===== src/rtl/tictactoe_pkg.sv =====
// Shared definitions for the tic-tac-toe game sequencer: cell codes, board
// size, scheduler state encoding and a cell validity helper.
package tictactoe_pkg;

    localparam logic [1:0] CELL_EMPTY = 2'b00;
    localparam logic [1:0] CELL_HUMAN = 2'b01;
    localparam logic [1:0] CELL_CPU   = 2'b10;
    localparam logic [1:0] WIN_DRAW   = 2'b11;

    localparam int NUM_CELLS = 9;

    typedef enum logic [2:0] {
        HUM_TURN = 3'd0,
        HUM_WR   = 3'd1,
        CPU_REQ  = 3'd2,
        CPU_WAIT = 3'd3,
        CPU_WR   = 3'd4,
        SETTLE   = 3'd5,
        OVER     = 3'd6
    } sched_state_t;

    // A cell may be played when it is on the board and its field is empty.
    function automatic logic cell_is_free(input logic [17:0] m, input logic [3:0] c);
        logic [17:0] sh;
        sh = m >> {c, 1'b0};
        return (c <= 4'd8) && (sh[1:0] == CELL_EMPTY);
    endfunction

endpackage


===== src/rtl/first_empty_cell.sv =====
// Combinational scan of the board for the lowest-index empty cell. Used for
// the CPU fallback move and for the full-board (draw) check.
module first_empty_cell
    import tictactoe_pkg::*;
(
    input  logic [17:0] matrix,
    output logic [3:0]  first_idx,
    output logic        any_empty
);

    // Priority scan from cell 0 upward; the first empty field wins.
    always_comb begin
        first_idx = 4'd0;
        any_empty = 1'b0;
        for (int i = 0; i < NUM_CELLS; i++) begin
            if (!any_empty && (matrix[2*i +: 2] == CELL_EMPTY)) begin
                first_idx = 4'(i);
                any_empty = 1'b1;
            end else begin
                first_idx = first_idx;
                any_empty = any_empty;
            end
        end
    end

endmodule


===== src/rtl/turn_scheduler.sv =====
// Tic-tac-toe turn sequencer. Alternates human and CPU moves, validates each
// move against the board, owns the board write port and publishes turn and
// game-over status. All outputs are registered; each output register is
// loaded from a value derived from the next state, so a strobe is visible in
// the same cycle the FSM sits in the corresponding state.
// Optional build macro TURN_TIMER_EN adds a human turn time limit.
module turn_scheduler
    import tictactoe_pkg::*;
#(
    parameter int CPU_FIRST    = 0,
    parameter int CPU_TIMEOUT  = 64,
    parameter int TURN_TIMEOUT = 500000000
) (
    input  logic        clk,
    input  logic        rst,
    input  logic        new_game,
    input  logic        hum_accept,
    input  logic [3:0]  hum_cell,
    input  logic        rnd_found,
    input  logic [3:0]  rnd_cell,
    input  logic [17:0] matrix,
    input  logic        victory,
    output logic        gen_turn,
    output logic        wr_en,
    output logic [3:0]  wr_cell,
    output logic [1:0]  wr_player,
    output logic [1:0]  turn,
    output logic        game_over,
    output logic [1:0]  winner,
    output logic        move_reject,
    output logic        timeout
);

    localparam sched_state_t INIT_STATE = (CPU_FIRST != 0) ? CPU_REQ : HUM_TURN;
    localparam logic [1:0]   INIT_TURN  = (CPU_FIRST != 0) ? CELL_CPU : CELL_HUMAN;
    localparam int           CW         = ($clog2(CPU_TIMEOUT + 1) < 1) ? 1 : $clog2(CPU_TIMEOUT + 1);
    localparam logic [CW-1:0] CPU_LAST  = CW'(CPU_TIMEOUT - 1);

    sched_state_t  state_q, state_d;
    logic          gen_turn_q, gen_turn_d;
    logic          wr_en_q, wr_en_d;
    logic [3:0]    wr_cell_q, wr_cell_d;
    logic [1:0]    wr_player_q, wr_player_d;
    logic [1:0]    turn_q, turn_d;
    logic          game_over_q, game_over_d;
    logic [1:0]    winner_q, winner_d;
    logic          move_reject_q, move_reject_d;
    logic          timeout_q, timeout_d;
    logic [CW-1:0] cpu_cnt_q, cpu_cnt_d;

    logic [3:0]    fe_idx;
    logic          fe_any;
    logic          hum_ok;
    logic          rnd_ok;
    logic          hum_expired;

    first_empty_cell u_first_empty (
        .matrix    (matrix),
        .first_idx (fe_idx),
        .any_empty (fe_any)
    );

    assign hum_ok = cell_is_free(matrix, hum_cell);
    assign rnd_ok = cell_is_free(matrix, rnd_cell);

`ifdef TURN_TIMER_EN
    localparam int            TW        = ($clog2(TURN_TIMEOUT + 1) < 1) ? 1 : $clog2(TURN_TIMEOUT + 1);
    localparam logic [TW-1:0] TURN_LAST = TW'(TURN_TIMEOUT - 1);

    logic [TW-1:0] hum_cnt_q, hum_cnt_d;

    assign hum_expired = (state_q == HUM_TURN) && (hum_cnt_q == TURN_LAST);

    // Human turn timer: zero outside HUM_TURN (so it starts fresh on entry),
    // counts while the human deliberates; rejected moves do not restart it.
    always_comb begin
        hum_cnt_d = hum_cnt_q;
        if (new_game || (state_q != HUM_TURN)) begin
            hum_cnt_d = '0;
        end else if (hum_cnt_q != TURN_LAST) begin
            hum_cnt_d = hum_cnt_q + TW'(1);
        end else begin
            hum_cnt_d = hum_cnt_q;
        end
    end

    // Human turn timer register.
    always_ff @(posedge clk or posedge rst) begin
        if (rst) begin
            hum_cnt_q <= '0;
        end else begin
            hum_cnt_q <= hum_cnt_d;
        end
    end
`else
    assign hum_expired = 1'b0;
`endif

    // Game sequencing: next state plus the latched move and result fields.
    always_comb begin
        state_d       = state_q;
        wr_cell_d     = wr_cell_q;
        wr_player_d   = wr_player_q;
        game_over_d   = game_over_q;
        winner_d      = winner_q;
        move_reject_d = 1'b0;
        timeout_d     = 1'b0;
        if (new_game) begin
            // Restart wins over every same-cycle event, so no write follows.
            state_d     = INIT_STATE;
            wr_cell_d   = 4'd0;
            wr_player_d = CELL_EMPTY;
            game_over_d = 1'b0;
            winner_d    = CELL_EMPTY;
        end else begin
            case (state_q)
                HUM_TURN: begin
                    if (hum_accept && hum_ok) begin
                        wr_cell_d   = hum_cell;
                        wr_player_d = CELL_HUMAN;
                        state_d     = HUM_WR;
                    end else if (hum_expired) begin
                        timeout_d = 1'b1;
                        state_d   = CPU_REQ;
                    end else if (hum_accept) begin
                        move_reject_d = 1'b1;
                    end else begin
                        state_d = HUM_TURN;
                    end
                end
                HUM_WR: begin
                    state_d = SETTLE;
                end
                CPU_REQ: begin
                    // Stay one extra cycle if the request pulse has not been
                    // issued yet (only possible straight out of reset).
                    if (gen_turn_q) begin
                        state_d = CPU_WAIT;
                    end else begin
                        state_d = CPU_REQ;
                    end
                end
                CPU_WAIT: begin
                    if (rnd_found && rnd_ok) begin
                        wr_cell_d   = rnd_cell;
                        wr_player_d = CELL_CPU;
                        state_d     = CPU_WR;
                    end else if (cpu_cnt_q == CPU_LAST) begin
                        wr_cell_d   = fe_idx;
                        wr_player_d = CELL_CPU;
                        state_d     = CPU_WR;
                    end else if (rnd_found) begin
                        state_d = CPU_REQ;
                    end else begin
                        state_d = CPU_WAIT;
                    end
                end
                CPU_WR: begin
                    state_d = SETTLE;
                end
                SETTLE: begin
                    // The board now reflects the last write; the mover is
                    // still held in wr_player_q.
                    if (victory) begin
                        winner_d    = wr_player_q;
                        game_over_d = 1'b1;
                        state_d     = OVER;
                    end else if (!fe_any) begin
                        winner_d    = WIN_DRAW;
                        game_over_d = 1'b1;
                        state_d     = OVER;
                    end else if (wr_player_q == CELL_HUMAN) begin
                        state_d = CPU_REQ;
                    end else begin
                        state_d = HUM_TURN;
                    end
                end
                OVER: begin
                    state_d = OVER;
                end
                default: begin
                    state_d = INIT_STATE;
                end
            endcase
        end
    end

    // CPU wait counter: restarts when a fresh request begins, keeps running
    // across re-requests so the fallback bound covers the whole CPU turn.
    always_comb begin
        cpu_cnt_d = cpu_cnt_q;
        if (new_game || ((state_d == CPU_REQ) && (state_q != CPU_WAIT))) begin
            cpu_cnt_d = '0;
        end else if (state_q == CPU_WAIT) begin
            cpu_cnt_d = cpu_cnt_q + CW'(1);
        end else begin
            cpu_cnt_d = cpu_cnt_q;
        end
    end

    // Strobe and turn outputs follow the state being entered.
    always_comb begin
        gen_turn_d = (state_d == CPU_REQ);
        wr_en_d    = (state_d == HUM_WR) || (state_d == CPU_WR);
        case (state_d)
            HUM_TURN, HUM_WR:          turn_d = CELL_HUMAN;
            CPU_REQ, CPU_WAIT, CPU_WR: turn_d = CELL_CPU;
            SETTLE:                    turn_d = turn_q;
            OVER:                      turn_d = CELL_EMPTY;
            default:                   turn_d = CELL_EMPTY;
        endcase
    end

    // State and output registers.
    always_ff @(posedge clk or posedge rst) begin
        if (rst) begin
            state_q       <= INIT_STATE;
            gen_turn_q    <= 1'b0;
            wr_en_q       <= 1'b0;
            wr_cell_q     <= 4'd0;
            wr_player_q   <= CELL_EMPTY;
            turn_q        <= INIT_TURN;
            game_over_q   <= 1'b0;
            winner_q      <= CELL_EMPTY;
            move_reject_q <= 1'b0;
            timeout_q     <= 1'b0;
            cpu_cnt_q     <= '0;
        end else begin
            state_q       <= state_d;
            gen_turn_q    <= gen_turn_d;
            wr_en_q       <= wr_en_d;
            wr_cell_q     <= wr_cell_d;
            wr_player_q   <= wr_player_d;
            turn_q        <= turn_d;
            game_over_q   <= game_over_d;
            winner_q      <= winner_d;
            move_reject_q <= move_reject_d;
            timeout_q     <= timeout_d;
            cpu_cnt_q     <= cpu_cnt_d;
        end
    end

    assign gen_turn    = gen_turn_q;
    assign wr_en       = wr_en_q;
    assign wr_cell     = wr_cell_q;
    assign wr_player   = wr_player_q;
    assign turn        = turn_q;
    assign game_over   = game_over_q;
    assign winner      = winner_q;
    assign move_reject = move_reject_q;
    assign timeout     = timeout_q;

endmodule


===== config.mk =====
export PLATFORM = sky130hd
export DESIGN_NAME = turn_scheduler
export DESIGN_NICKNAME = d
export VERILOG_FILES = /design/src/rtl/tictactoe_pkg.sv /design/src/rtl/first_empty_cell.sv /design/src/rtl/turn_scheduler.sv
export SDC_FILE = /design/constraint.sdc
export NUM_CORES = 1
export LEC_CHECK = 0
export CAP_MARGIN = 20
export CORE_MARGIN = 10
export CORE_UTILIZATION = 45
export CTS_BUF_LIST = sky130_fd_sc_hd__clkbuf_4 sky130_fd_sc_hd__clkbuf_8
export CTS_CLUSTER_DIAMETER = 150
export DETAILED_ROUTE_END_ITERATION = 16
export PLACE_DENSITY = 0.9
export SLEW_MARGIN = 25
export SYNTH_ARGS = -nofsm -noshare
export SYNTH_HDL_FRONTEND = slang
export SYNTH_HIERARCHICAL = 1
export SYNTH_SLANG_ARGS = --single-unit
export TNS_END_PERCENT = 20

===== constraint.sdc =====
create_clock -name clk -period 2 [get_ports clk]
set_input_delay 0.3 -clock clk [delete_from_list [all_inputs] [get_ports clk]]
set_output_delay 0.3 -clock clk [all_outputs]
set_load 0.05 [all_outputs]

==> implementation parameters <==
Parameter                              Value

Die
  Initial Utilization    46.58%
  Die area    6652 sq um
  Y dimension of the die    81.56 um
  Std-Cell Rows    22
  Area of the core region    3661 sq um
  Number of top-level design ports    47
  Horiz. Die Dim    81.56 um

Worst hold path
  Worst Hold Class    in -> async

Power and ir drop
  Largest vdd supply drop    0.0004970 V
  Static power due to leakage    1.299 nW
  Share of total power in combinational logic    40.7%
  Fraction of power consumed by the clock network    23.3%
  Switching power total    544.8 uW
  Proportion of power drawn by flip-flops and latches    36.0%
  Net switching share of the total power    36.25%
  Power per cell area    523.0 nW/um^2
  Post-route total power    1.503 mW
  Cell-internal power    958.4 uW

Clocking
  CTS Sinks    24
  Buffer depth of the longest clock path    2
  Clock input transition at the sequential cells of the worst setup and hold paths    100 ps
  CTS tree    built
  Clk Latency, worst-skew pair    280 ps
  Number of buffers added by the clock tree synthesis step    3
  H-tree level count    1
  Clk root buf    sky130_fd_sc_hd__clkbuf_8
  Hold buffer count at cts    0

Setup path
  Peak per-stage delay on the critical path    430 ps
  Startpoint type of the worst setup path    primary input
  Worst Setup Path Type    in -> reg
  Maximum fanout along the worst path    4
  Ordered cell list for the critical path    dlygate4sd2_1 > o22ai_1 > nor4_4 > o21ai_2 > nor2b_4 > a21o_1 > o21ai_1 > buf_4 > a41oi_1 > a311oi_1
  CP arrival    2340 ps
  Critical Path End Type    register
  Required time worst endpoint    2150 ps
  Max stage delay cell, worst path    sky130_fd_sc_hd__a311oi_1

Timing
  Final setup slack of the worst path    -188.0 ps
  Post-route fraction of the period consumed by the critical path    109.4%
  Fin. Hold Viols    0
  Max Clock Skew    13.63 ps
  Transition time at the pin with the least slew margin    511.0 ps
  Number of pins exceeding their max-slew limit in the final report    0
  RSZ-0062 raised after global routing    yes
  Headroom to the max-slew limit    65.82%
  Count of final setup violators    10
  Fin crit period    2188 ps
  Top achievable clock speed    0.4570 GHz
  Sum of negative setup slack    -573.5 ps

Run status
  Result of the run    finished, violations left
  Violated checks    negative setup slack

Run
  Number of maximum-capacitance constraint violations    0

Detailed routing
  Number of iterations in the first detailed-routing pass    5
  Via count    2165
  DRC viols    0
  First-iteration detailed-routing DRC count    355
  Remaining number of nets flagged by the antenna check after routing    0
  Routed len/inst    20.95 um
  Via count normalized by instance count    6.294
  Total length of routed wires    7206 um

Global route
  GRT Overall Usage    20.80%
  Pin count of the biggest net entering global routing    25
  Global-route wire length before repair    10870 um
  Via count of the first global-routing pass    2165
  Aggregate global routing overflow    0
  Number of antenna violations at the first check in global routing    0

Final layout
  Fraction of final layout cells sized beyond drive strength 1    37.50%
  Area growth from synthesis to layout    68.53%
  Number of antenna repair diodes    0
  Area of the multi-input gates    1262 sq um
  Sequential cell area    601.8 sq um
  Total number of nets in the final design    330
  Fill cell instance count of the final layout    222

Placement
  Post-detail-place hpwl    4398 um
  IO Port Bufs    45
  Setup Slack @ Placement    -638.5 ps
  Final Wtd Congestion    0.9398

Synthesis
  Syn_area_per_cell    8.791 sq um
  Count of state elements after synthesis    24
  Number of synthesized flops with an enable pin    0
  Synthesized instance count    194
  Yosys cell types    58
  Mapped Nets    227
  Fraction of registers with async set/reset    100.0%
  Post-Syn Area    1705 sq um
  Ys flop type    sky130_fd_sc_hd__dfrtp_1
  Sequential element share of the synthesized area    35.29%
  YS warnings    6
critical path, delay by kind of cell:
| family | cells | cell delay (ps) |
|---|---|---|
| buffers and inverters | 2 | 530 |
| AND/OR/NAND/NOR | 2 | 370 |
| AO/OA/AOI/OAI | 6 | 1130 |
synth_stat cells, types with 4 or more instances:
cell	count	share of area, %
sky130_fd_sc_hd__nor3_1	9	2.6
sky130_fd_sc_hd__nor2_1	35	7.7
sky130_fd_sc_hd__dfrtp_1	23	34
sky130_fd_sc_hd__inv_1	5	1.1
sky130_fd_sc_hd__nand2_1	14	3.1
sky130_fd_sc_hd__nor4b_1	4	2.1
sky130_fd_sc_hd__nand3_1	5	1.5
sky130_fd_sc_hd__clkbuf_1	4	0.88
sky130_fd_sc_hd__nand2b_1	6	2.2
sky130_fd_sc_hd__o21ai_0	5	1.5
sky130_fd_sc_hd__a21oi_1	8	2.3
state kept, by name (all words and copies together), names as in the netlist, 2 cells and up:
| signal | count |
|---|---|
| cpu_cnt_q | 7 |
| wr_cell | 4 |
| state_q | 3 |
| turn | 2 |
| winner | 2 |
| wr_player | 2 |
final cells by class:
| cell class | instances | area share, % |
|---|---|---|
| Sequential cell | 24 | 20.94 |
| Multi-Input combinational cell | 158 | 43.93 |
| Clock buffer | 4 | 1.916 |
| Inverter | 5 | 0.6530 |
| Tap cell | 48 | 2.090 |
| Timing Repair Buffer | 105 | 30.47 |
per-layer routing:
metal	global-route usage (%)	wire length [um]	vias up
li1	-	-	929
met1	23.37	2678	1021
met2	35.70	3461	162
met3	6.332	705	53
met4	8.824	361	0
met5	0	0	-
path summary, 6_finish.rpt:
path / endpoint / depth (start not counted) / slack, ps / startpoint
max reg2reg: state_q[1] / 8 / -180 / state_q[1]
max in group asynchronous: turn[0] / 3 / 1370 / rst
max: state_q[1] / 10 / -190 / matrix[11]
min: state_q[1] / 3 / 350 / rst
min in group clk: game_over / 2 / 530 / game_over
min reg2reg: game_over / 2 / 530 / game_over
layout by cell type (no fill, tap or decap), types with 4 or more instances in the layout:
| cell type | instances |
|---|---|
| sky130_fd_sc_hd__nor2_1 | 34 |
| sky130_fd_sc_hd__a21oi_1 | 7 |
| sky130_fd_sc_hd__dlygate4sd2_1 | 15 |
| sky130_fd_sc_hd__nand3_1 | 5 |
| sky130_fd_sc_hd__nor3_1 | 8 |
| sky130_fd_sc_hd__buf_4 | 59 |
| sky130_fd_sc_hd__clkbuf_8 | 4 |
| sky130_fd_sc_hd__nand2_1 | 12 |
| sky130_fd_sc_hd__nand2b_1 | 6 |
| sky130_fd_sc_hd__inv_1 | 5 |
| sky130_fd_sc_hd__clkdlybuf4s50_1 | 21 |
| sky130_fd_sc_hd__o21ai_1 | 4 |
| sky130_fd_sc_hd__dfrtp_1 | 23 |
what timing repair did:
item / 4_1_cts / 5_1_grt
endpoints found under the setup margin: 21 / 18
setup buffers: 1 / 3
gates resized for setup: 55 / 27
pin swaps: 8 / 12
cloned: 0 / 0
logic make-up after synthesis:
family,Yosys count,share of synthesized area [%]
simple gates,97,30.01
compound gates,50,23.18
flops,24,35.29
buf+inv,12,3.301
mux,5,5.209
xor+xnor,4,2.055
fa+ha+maj,1,0.7336
other cells,1,0.2199
stage by stage:
step / util (%) / hold WS, ps / area (sq um) / instances
floorplan: - / 313.9 / 1705 / 194
global placement: 70.92 / 483.5 / 2596 / 336
detailed placement: 70.92 / 504.7 / 2596 / 336
CTS: 75.80 / 380.3 / 2775 / 341
global route: 78.50 / 426.3 / 2874 / 344
finish: 78.50 / 349.0 / 2874 / 344
power groups by stage:
| stage | combinational, mW | sequential [mW] | clock, mW |
|---|---|---|---|
| 2_1_floorplan | 0.200 | 0.607 | 0 |
| 3_3_place_gp | 0.512 | 0.544 | 0 |
| 3_5_place_dp | 0.523 | 0.544 | 0 |
| 4_1_cts | 0.551 | 0.536 | 0.339 |
| 5_1_grt | 0.637 | 0.543 | 0.366 |
| 6_report | 0.612 | 0.541 | 0.350 |
No activity file was read; power rests on OpenSTA's default activity.
